<file path="config.mk">
export PLATFORM = sky130hd
export DESIGN_NAME = ov7670_dvp_tx
export DESIGN_NICKNAME = d
export VERILOG_FILES = /design/src/rtl/ov7670_tx_pkg.sv /design/src/rtl/ov7670_pattern_gen.sv /design/src/rtl/ov7670_dvp_tx.sv
export SDC_FILE = /design/constraint.sdc
export NUM_CORES = 1
export LEC_CHECK = 0
export CAP_MARGIN = 20
export CORE_MARGIN = 3
export CORE_UTILIZATION = 40
export DETAILED_ROUTE_END_ITERATION = 8
export GPL_ROUTABILITY_DRIVEN = 0
export PLACE_DENSITY = 0.66
export SLEW_MARGIN = 20
export SYNTH_ARGS = -nofsm -noshare
export SYNTH_HDL_FRONTEND = slang
export SYNTH_SLANG_ARGS = --single-unit
</file>
<file path="constraint.sdc">
create_clock -name iCLK -period 4.5 [get_ports iCLK]
set_input_delay 0.9 -clock iCLK [delete_from_list [all_inputs] [get_ports iCLK]]
set_output_delay 0.9 -clock iCLK [all_outputs]
set_load 0.03 [all_outputs]
</file>
<file path="src/rtl/ov7670_tx_pkg.sv">
// Shared types and constants for the OV7670-style DVP transmitter: FSM states,
// pattern codes and the YCbCr colour-bar table.
package ov7670_tx_pkg;

  typedef enum logic [2:0] {
    IDLE,
    VSYNC,
    VBP,
    ACTIVE,
    VFP
  } state_t;

  localparam logic [1:0] PAT_BARS  = 2'd0;
  localparam logic [1:0] PAT_RAMP  = 2'd1;
  localparam logic [1:0] PAT_CHECK = 2'd2;
  localparam logic [1:0] PAT_FLAT  = 2'd3;

  localparam logic [7:0] Y_BLACK   = 8'd16;
  localparam logic [7:0] Y_WHITE   = 8'd235;
  localparam logic [7:0] C_NEUTRAL = 8'd128;

  // {Y, Cb, Cr} per bar; index 0 is the leftmost bar
  localparam logic [0:7][23:0] BAR_YCBCR = {
    24'hEB_80_80,  // white
    24'hD2_10_92,  // yellow
    24'hAA_A6_10,  // cyan
    24'h91_36_22,  // green
    24'h6A_CA_DE,  // magenta
    24'h51_5A_F0,  // red
    24'h29_F0_6E,  // blue
    24'h10_80_80   // black
  };

endpackage

</file>
<file path="src/rtl/ov7670_pattern_gen.sv">
// Combinational test-pattern byte generator; the result feeds the registered
// pixel byte output of ov7670_dvp_tx. Byte phase 0..3 = Cb, Y0, Cr, Y1.
module ov7670_pattern_gen
  import ov7670_tx_pkg::*;
(
  input  logic [7:0] x,
  input  logic       check_cell,
  input  logic [1:0] phase,
  input  logic [1:0] pattern,
  input  logic [2:0] bar,
  input  logic [2:0] chroma_bar,
  input  logic [7:0] frame_y,
  output logic [7:0] data
);

  logic [7:0] luma;
  logic [7:0] chroma;

  always_comb begin
    luma   = frame_y;
    chroma = C_NEUTRAL;
    case (pattern)
      PAT_BARS: begin
        luma   = BAR_YCBCR[bar][23:16];
        // chroma always belongs to the even pixel of the pair
        chroma = phase[1] ? BAR_YCBCR[chroma_bar][7:0] : BAR_YCBCR[chroma_bar][15:8];
      end
      PAT_RAMP:  luma = x;
      PAT_CHECK: luma = check_cell ? Y_WHITE : Y_BLACK;
      default:   luma = frame_y;
    endcase
    data = phase[0] ? luma : chroma;
  end

endmodule

</file>
<file path="src/rtl/ov7670_dvp_tx.sv">
// OV7670-style DVP sensor emulator: VSYNC/HREF framing plus a YUV 4:2:2 byte stream.
// Define OV7670_TX_PCLK_OUT_EN to add oPCLK and hold each byte for two iCLK cycles.
module ov7670_dvp_tx
  import ov7670_tx_pkg::*;
#(
  parameter int H_ACT       = 640,
  parameter int H_BLANK     = 144,
  parameter int V_ACT       = 480,
  parameter int VSYNC_LINES = 3,
  parameter int V_BP        = 17,
  parameter int V_FP        = 10,
  parameter int CHECK_SHIFT = 5
) (
  input  logic        iCLK,
  input  logic        iRST_N,
  input  logic        iRUN,
  input  logic [1:0]  iPATTERN,
  output logic        oVSYNC,
  output logic        oHREF,
  output logic [7:0]  oDATA,
  output logic        oFRAME_DONE,
  output logic [15:0] oFRAME_CNT,
  output logic        oBUSY
`ifdef OV7670_TX_PCLK_OUT_EN
  ,
  output logic        oPCLK
`endif
);

  localparam int L     = 2 * H_ACT + H_BLANK;
  localparam int BW    = $clog2(L);
  localparam int BAR_W = H_ACT / 8;
  localparam int BPW   = (BAR_W > 1) ? $clog2(BAR_W) : 1;
  localparam int PW    = (CHECK_SHIFT > 7) ? CHECK_SHIFT + 1 : 8;
  localparam logic [BW-1:0]  BYTE_LAST = BW'(L - 1);
  localparam logic [BW-1:0]  ACT_BYTES = BW'(2 * H_ACT);
  localparam logic [BPW-1:0] BAR_LAST  = BPW'(BAR_W - 1);

  state_t         state, n_state;
  logic [BW-1:0]  byte_cnt, n_byte;
  logic [9:0]     line_cnt, n_line;
  logic [2:0]     bar_idx, n_bar, chroma_bar, n_cbar;
  logic [BPW-1:0] bar_pix, n_bpix;
  logic [1:0]     pattern_q;
  logic [7:0]     frame_y;
  logic           start, last_n, href_n, en;
  logic [PW-1:0]  pix_x;
  logic [1:0]     gen_pattern;
  logic [7:0]     gen_frame;
  logic [7:0]     gen_byte;

  // Next non-empty phase after s; IDLE means the frame has ended.
  function automatic state_t next_phase(state_t s);
    if (s == IDLE && VSYNC_LINES > 0) return VSYNC;
    if ((s == IDLE || s == VSYNC) && V_BP > 0) return VBP;
    if ((s == IDLE || s == VSYNC || s == VBP) && V_ACT > 0) return ACTIVE;
    if (s != VFP && V_FP > 0) return VFP;
    return IDLE;
  endfunction

  function automatic logic [9:0] last_line(state_t s);
    case (s)
      VSYNC:   return 10'(VSYNC_LINES - 1);
      VBP:     return 10'(V_BP - 1);
      ACTIVE:  return 10'(V_ACT - 1);
      VFP:     return 10'(V_FP - 1);
      default: return 10'd0;
    endcase
  endfunction

  // Next-cycle position; outputs are registered from these so they move with the state.
  always_comb begin
    n_state = state;
    n_byte  = byte_cnt;
    n_line  = line_cnt;
    start   = 1'b0;
    if (state == IDLE) begin
      if (iRUN) begin
        n_state = next_phase(IDLE);
        start   = 1'b1;
      end
    end else if (byte_cnt == BYTE_LAST) begin
      n_byte = '0;
      if (line_cnt == last_line(state)) begin
        n_line  = '0;
        n_state = next_phase(state);
        if (n_state == IDLE && iRUN) begin
          n_state = next_phase(IDLE);
          start   = 1'b1;
        end
      end else begin
        n_line = line_cnt + 10'd1;
      end
    end else begin
      n_byte = byte_cnt + BW'(1);
    end

    n_bar  = bar_idx;
    n_bpix = bar_pix;
    n_cbar = chroma_bar;
    if (n_byte == '0) begin
      n_bar  = '0;
      n_bpix = '0;
      n_cbar = '0;
    end else if (!n_byte[0]) begin
      if (bar_pix == BAR_LAST) begin
        n_bpix = '0;
        n_bar  = bar_idx + 3'd1;
      end else begin
        n_bpix = bar_pix + BPW'(1);
      end
      if (!n_byte[1]) n_cbar = n_bar;
    end

    last_n = (n_state != IDLE) && (n_byte == BYTE_LAST) &&
             (n_line == last_line(n_state)) && (next_phase(n_state) == IDLE);
    href_n = (n_state == ACTIVE) && (n_byte < ACT_BYTES);
  end

  assign pix_x       = PW'(n_byte >> 1);
  assign gen_pattern = start ? iPATTERN : pattern_q;
  assign gen_frame   = start ? oFRAME_CNT[7:0] : frame_y;

  ov7670_pattern_gen u_pattern_gen (
    .x          (pix_x[7:0]),
    .check_cell (pix_x[CHECK_SHIFT] ^ n_line[CHECK_SHIFT]),
    .phase      (n_byte[1:0]),
    .pattern    (gen_pattern),
    .bar        (n_bar),
    .chroma_bar (n_cbar),
    .frame_y    (gen_frame),
    .data       (gen_byte)
  );

`ifdef OV7670_TX_PCLK_OUT_EN
  // Advance on the cycle where oPCLK falls so data is stable across its rising edge.
  always_ff @(posedge iCLK or negedge iRST_N) begin
    if (!iRST_N) oPCLK <= 1'b0;
    else         oPCLK <= ~oPCLK;
  end
  assign en = oPCLK;
`else
  assign en = 1'b1;
`endif

  always_ff @(posedge iCLK or negedge iRST_N) begin
    if (!iRST_N) begin
      state       <= IDLE;
      byte_cnt    <= '0;
      line_cnt    <= '0;
      bar_idx     <= '0;
      bar_pix     <= '0;
      chroma_bar  <= '0;
      pattern_q   <= '0;
      frame_y     <= '0;
      oVSYNC      <= 1'b0;
      oHREF       <= 1'b0;
      oDATA       <= 8'h00;
      oFRAME_DONE <= 1'b0;
      oFRAME_CNT  <= 16'd0;
      oBUSY       <= 1'b0;
    end else begin
      oFRAME_DONE <= en && last_n;
      if (en) begin
        state      <= n_state;
        byte_cnt   <= n_byte;
        line_cnt   <= n_line;
        bar_idx    <= n_bar;
        bar_pix    <= n_bpix;
        chroma_bar <= n_cbar;
        if (start) begin
          pattern_q <= iPATTERN;
          frame_y   <= oFRAME_CNT[7:0];
        end
        if (last_n) oFRAME_CNT <= oFRAME_CNT + 16'd1;
        oVSYNC <= (n_state == VSYNC);
        oHREF  <= href_n;
        oDATA  <= href_n ? gen_byte : 8'h00;
        oBUSY  <= (n_state != IDLE);
      end
    end
  end

endmodule

</file>
==> qor.csv <==
stage,metric,value,unit
run_status,outcome,"complete, no violations",
cells_and_area,drive_gt1_frac,0.1109,
route,routedWlPerCell,16.48,µm
setup_path,crit_required,4760,ps
clock_tree,clk_latency,360,ps
route,drc,0,
setup_path,cp_slowest_cell,dfrtp_1,
timing,final_max_slew_viol_count,0,
timing,setup_ws,515.1,ps
grt,grt_pass1_wl,17790,µm
cells_and_area,nets,510,
synth,synth_edf_count,0,
setup_path,cp_top_family,simple AND/OR/NAND/NOR gates,
cells_and_area,num-fill-cells,980,
timing,hold_viol,0,
synth,synth_seq_cells,75,
setup_path,crit_type,register to register,
route,ant_nets,0,
run,drv_cap,0,
timing,post-route-period-util,0.8855,
cells_and_area,final_cell_mix,"75 x dfrtp_1, 44 x nand2_1, 31 x clkdlybuf4s50_1",
synth,async_flop_share,1.000,
placement,port_buffers,32,
grt,grt.overflow.total,0,
setup_path,path_max_fanout,12,
timing,finalSetupViolCount,0,
clock_tree,cts_resized,0,
timing,max_freq,250.9,MHz
floorplan,core,0.01056,mm²
floorplan,row_count,37,
clock_tree,clkSinkCount,75,
cells_and_area,syn_to_final_growth,15.25,%
synth,synth_top_area_frac,0.4244,
route,viasPerCell,5.707,
setup_path,cp_num_buf_inv,2,
cells_and_area,stdcell_count,632,
clock_tree,cts-root-buf,clkbuf_8,
clock_tree,ctsLongestPathBuffers,2,
clock_tree,cts.clk_slew.worst_paths,90,ps
synth,synth_fp_nets,476,
clock_tree,cts_made_buffers,9,
power_and_ir_drop,leakagePower,2.261,nW
synth,ys_types,65,
setup_path,critPathMaxStageDelay,530,ps
cells_and_area,final_cell_area,0.005096,mm²
cells_and_area,final_common_cell,dfrtp_1,
route,dr_total_vias,3607,
synth,netlist_instances,457,
route,drt_wl_total,10420,µm
setup_path,crit_arrival,4250,ps
floorplan,io_pins,33,
power_and_ir_drop,ir_worst_vdd,154.2,µV
route,dr.pass1.iters,5,
clock_tree,htreeDepth,3,
clock_tree,cts-hold-fix-buffers,0,
cells_and_area,utilization,0.4828,
clock_tree,cts_setup_buffers,0,
grt,grt_pass1_vias,3578,
synth,synth.avg_cell_area,9.676,µm²
synth,synth_flop_cell,dfrtp_1,
synth,yosysTopAreaCell,dfrtp_1,
timing,fin_crit,3985,ps
grt,track_usage,0.1747,
floorplan,initial_utilization,0.4189,
placement,hpwl,7345,µm
placement,pre_cts_ws,653.5,ps
timing,clock_skew,13.90,ps
clock_tree,cts_tree,done,
floorplan,die_x,111.1,µm
synth,synthTopCellsByArea,"dfrtp_1 42%, xnor2_1 5.1%, ha_1 4.0%",
grt,grt_max_degree,76,
placement,post_dp_cell_area,0.004888,mm²
timing,whs,476.3,ps
timing,relSlewSlack,0.3597,
route,initialDrtViolationCount,199,
synth,yosys_warnings,0,
timing,tns,0,ps
placement,place_inst,616,
power_and_ir_drop,cellPowerDensity,242.8,mW/mm²
power_and_ir_drop,power,1.237,mW
setup_path,path_cells,nor3_1 -> buf_4 -> nor4b_1 -> xor2_1 -> nand2b_1 -> a211oi_1 -> and2_1 -> nand2b_1 -> inv_1 -> ha_1 -> or3_1 -> a31oi_1 -> a32oi_1 -> a31oi_1,
synth,yosysSeqAreaShare,0.4244,
setup_path,startpoint_type,register,
floorplan,die_h,111.1,µm
timing,tightest_slew,960.4,ps
synth,netlist_area,0.004422,mm²
floorplan,die_area,0.01235,mm²
cells_and_area,antenna_cells,0,
setup_path,end_kind,register,
timing,rsz0062_at_grt,no,
hold_path,hold_class,register to register,
grt,antenna_found_initial,0,
worst register-to-register path: cells and delay by family, from the launching register on:
family          cells  cell delay, ps
xor+xnor            1             170
buf+inv             2             310
simple gates        6            1610
flops               1             530
compound gates      4             940
fa+ha+maj           1             330
report_power, final:
group / total, mW / internal, mW / switching (mW)
clock: 0.546 / 0.277 / 0.269
sequential: 0.673 / 0.673 / 0
combinational: 0.0174 / 0.00327 / 0.0141
total: 1.24 / 0.954 / 0.284
sequential cells by signal, summed over array words and instances, names as in the netlist:
signal	count
oBUSY	1
bar_pix	7
oVSYNC	1
byte_cnt	11
bar_idx	3
pattern_q	2
state	3
line_cnt	10
oFRAME_CNT	16
chroma_bar	3
frame_y	8
oDATA	8
oFRAME_DONE	1
oHREF	1
cells in the mapped netlist (all sizes together), types with 2 or more instances:
cell / count
o211ai: 11
a221oi: 2
nand3: 22
nor4bb: 3
xnor2: 26
o31ai: 5
a21o: 3
nor2: 29
dfrtp: 75
a31oi: 4
a311o: 2
a211oi: 6
o311ai: 2
nor3: 12
a21oi: 12
xor2: 11
o21ai: 19
o221ai: 2
nor3b: 4
nand3b: 5
nand2: 44
buf: 5
and4: 3
nor2b: 6
mux2i: 9
and3: 9
mux2: 15
nand4: 14
ha: 14
nand2b: 8
inv: 16
and2: 6
or3: 5
nor4: 8
a211o: 2
clkbuf: 14
or2: 4
o21a: 2
layout make-up:
| class | count | area [µm²] | area share |
|---|---|---|---|
| Multi-Input combinational cell | 346 | 2385 | 0.4680 |
| Tap cell | 136 | 170.2 | 0.03339 |
| Timing Repair Buffer | 42 | 392.9 | 0.07709 |
| Sequential cell | 75 | 1877 | 0.3683 |
| Clock buffer | 10 | 137.6 | 0.02701 |
| Clock inverter | 6 | 70.07 | 0.01375 |
| Inverter | 17 | 63.81 | 0.01252 |
cells by family (layout without fill, tap and decap cells):
kind of cell,count (synthesis),count (layout),synth area share
flip-flops,75,75,0.4244
multiplexers,24,24,0.05857
AND/OR/NAND/NOR,187,187,0.2292
buffers and inverters,36,75,0.03622
AO/OA/AOI/OAI,84,84,0.1387
adder cells (fa/ha/maj),14,14,0.03962
XOR/XNOR,37,37,0.07329
per-layer routing:
layer / track usage / vias up / routed length, µm
met5: 0 / - / 0
met4: 0.06813 / 0 / 268
met3: 0.02893 / 24 / 495
met2: 0.2731 / 113 / 4728
met1: 0.2429 / 1743 / 4926
li1: - / 1727 / -
final timing paths:
kind	slack [ps]	depth (start not counted)	start	endpoint
max	520	14	state[0]	oDATA[4]
min	480	1	oFRAME_CNT[15]	oFRAME_CNT[15]
max reg2reg	520	14	state[0]	oDATA[4]
min reg2reg	480	1	oFRAME_CNT[15]	oFRAME_CNT[15]
max in group asynchronous	3190	1	iRST_N	pattern_q[0]
min in group asynchronous	670	1	iRST_N	bar_pix[5]
Note: power is estimated with default switching activity, not from simulation.
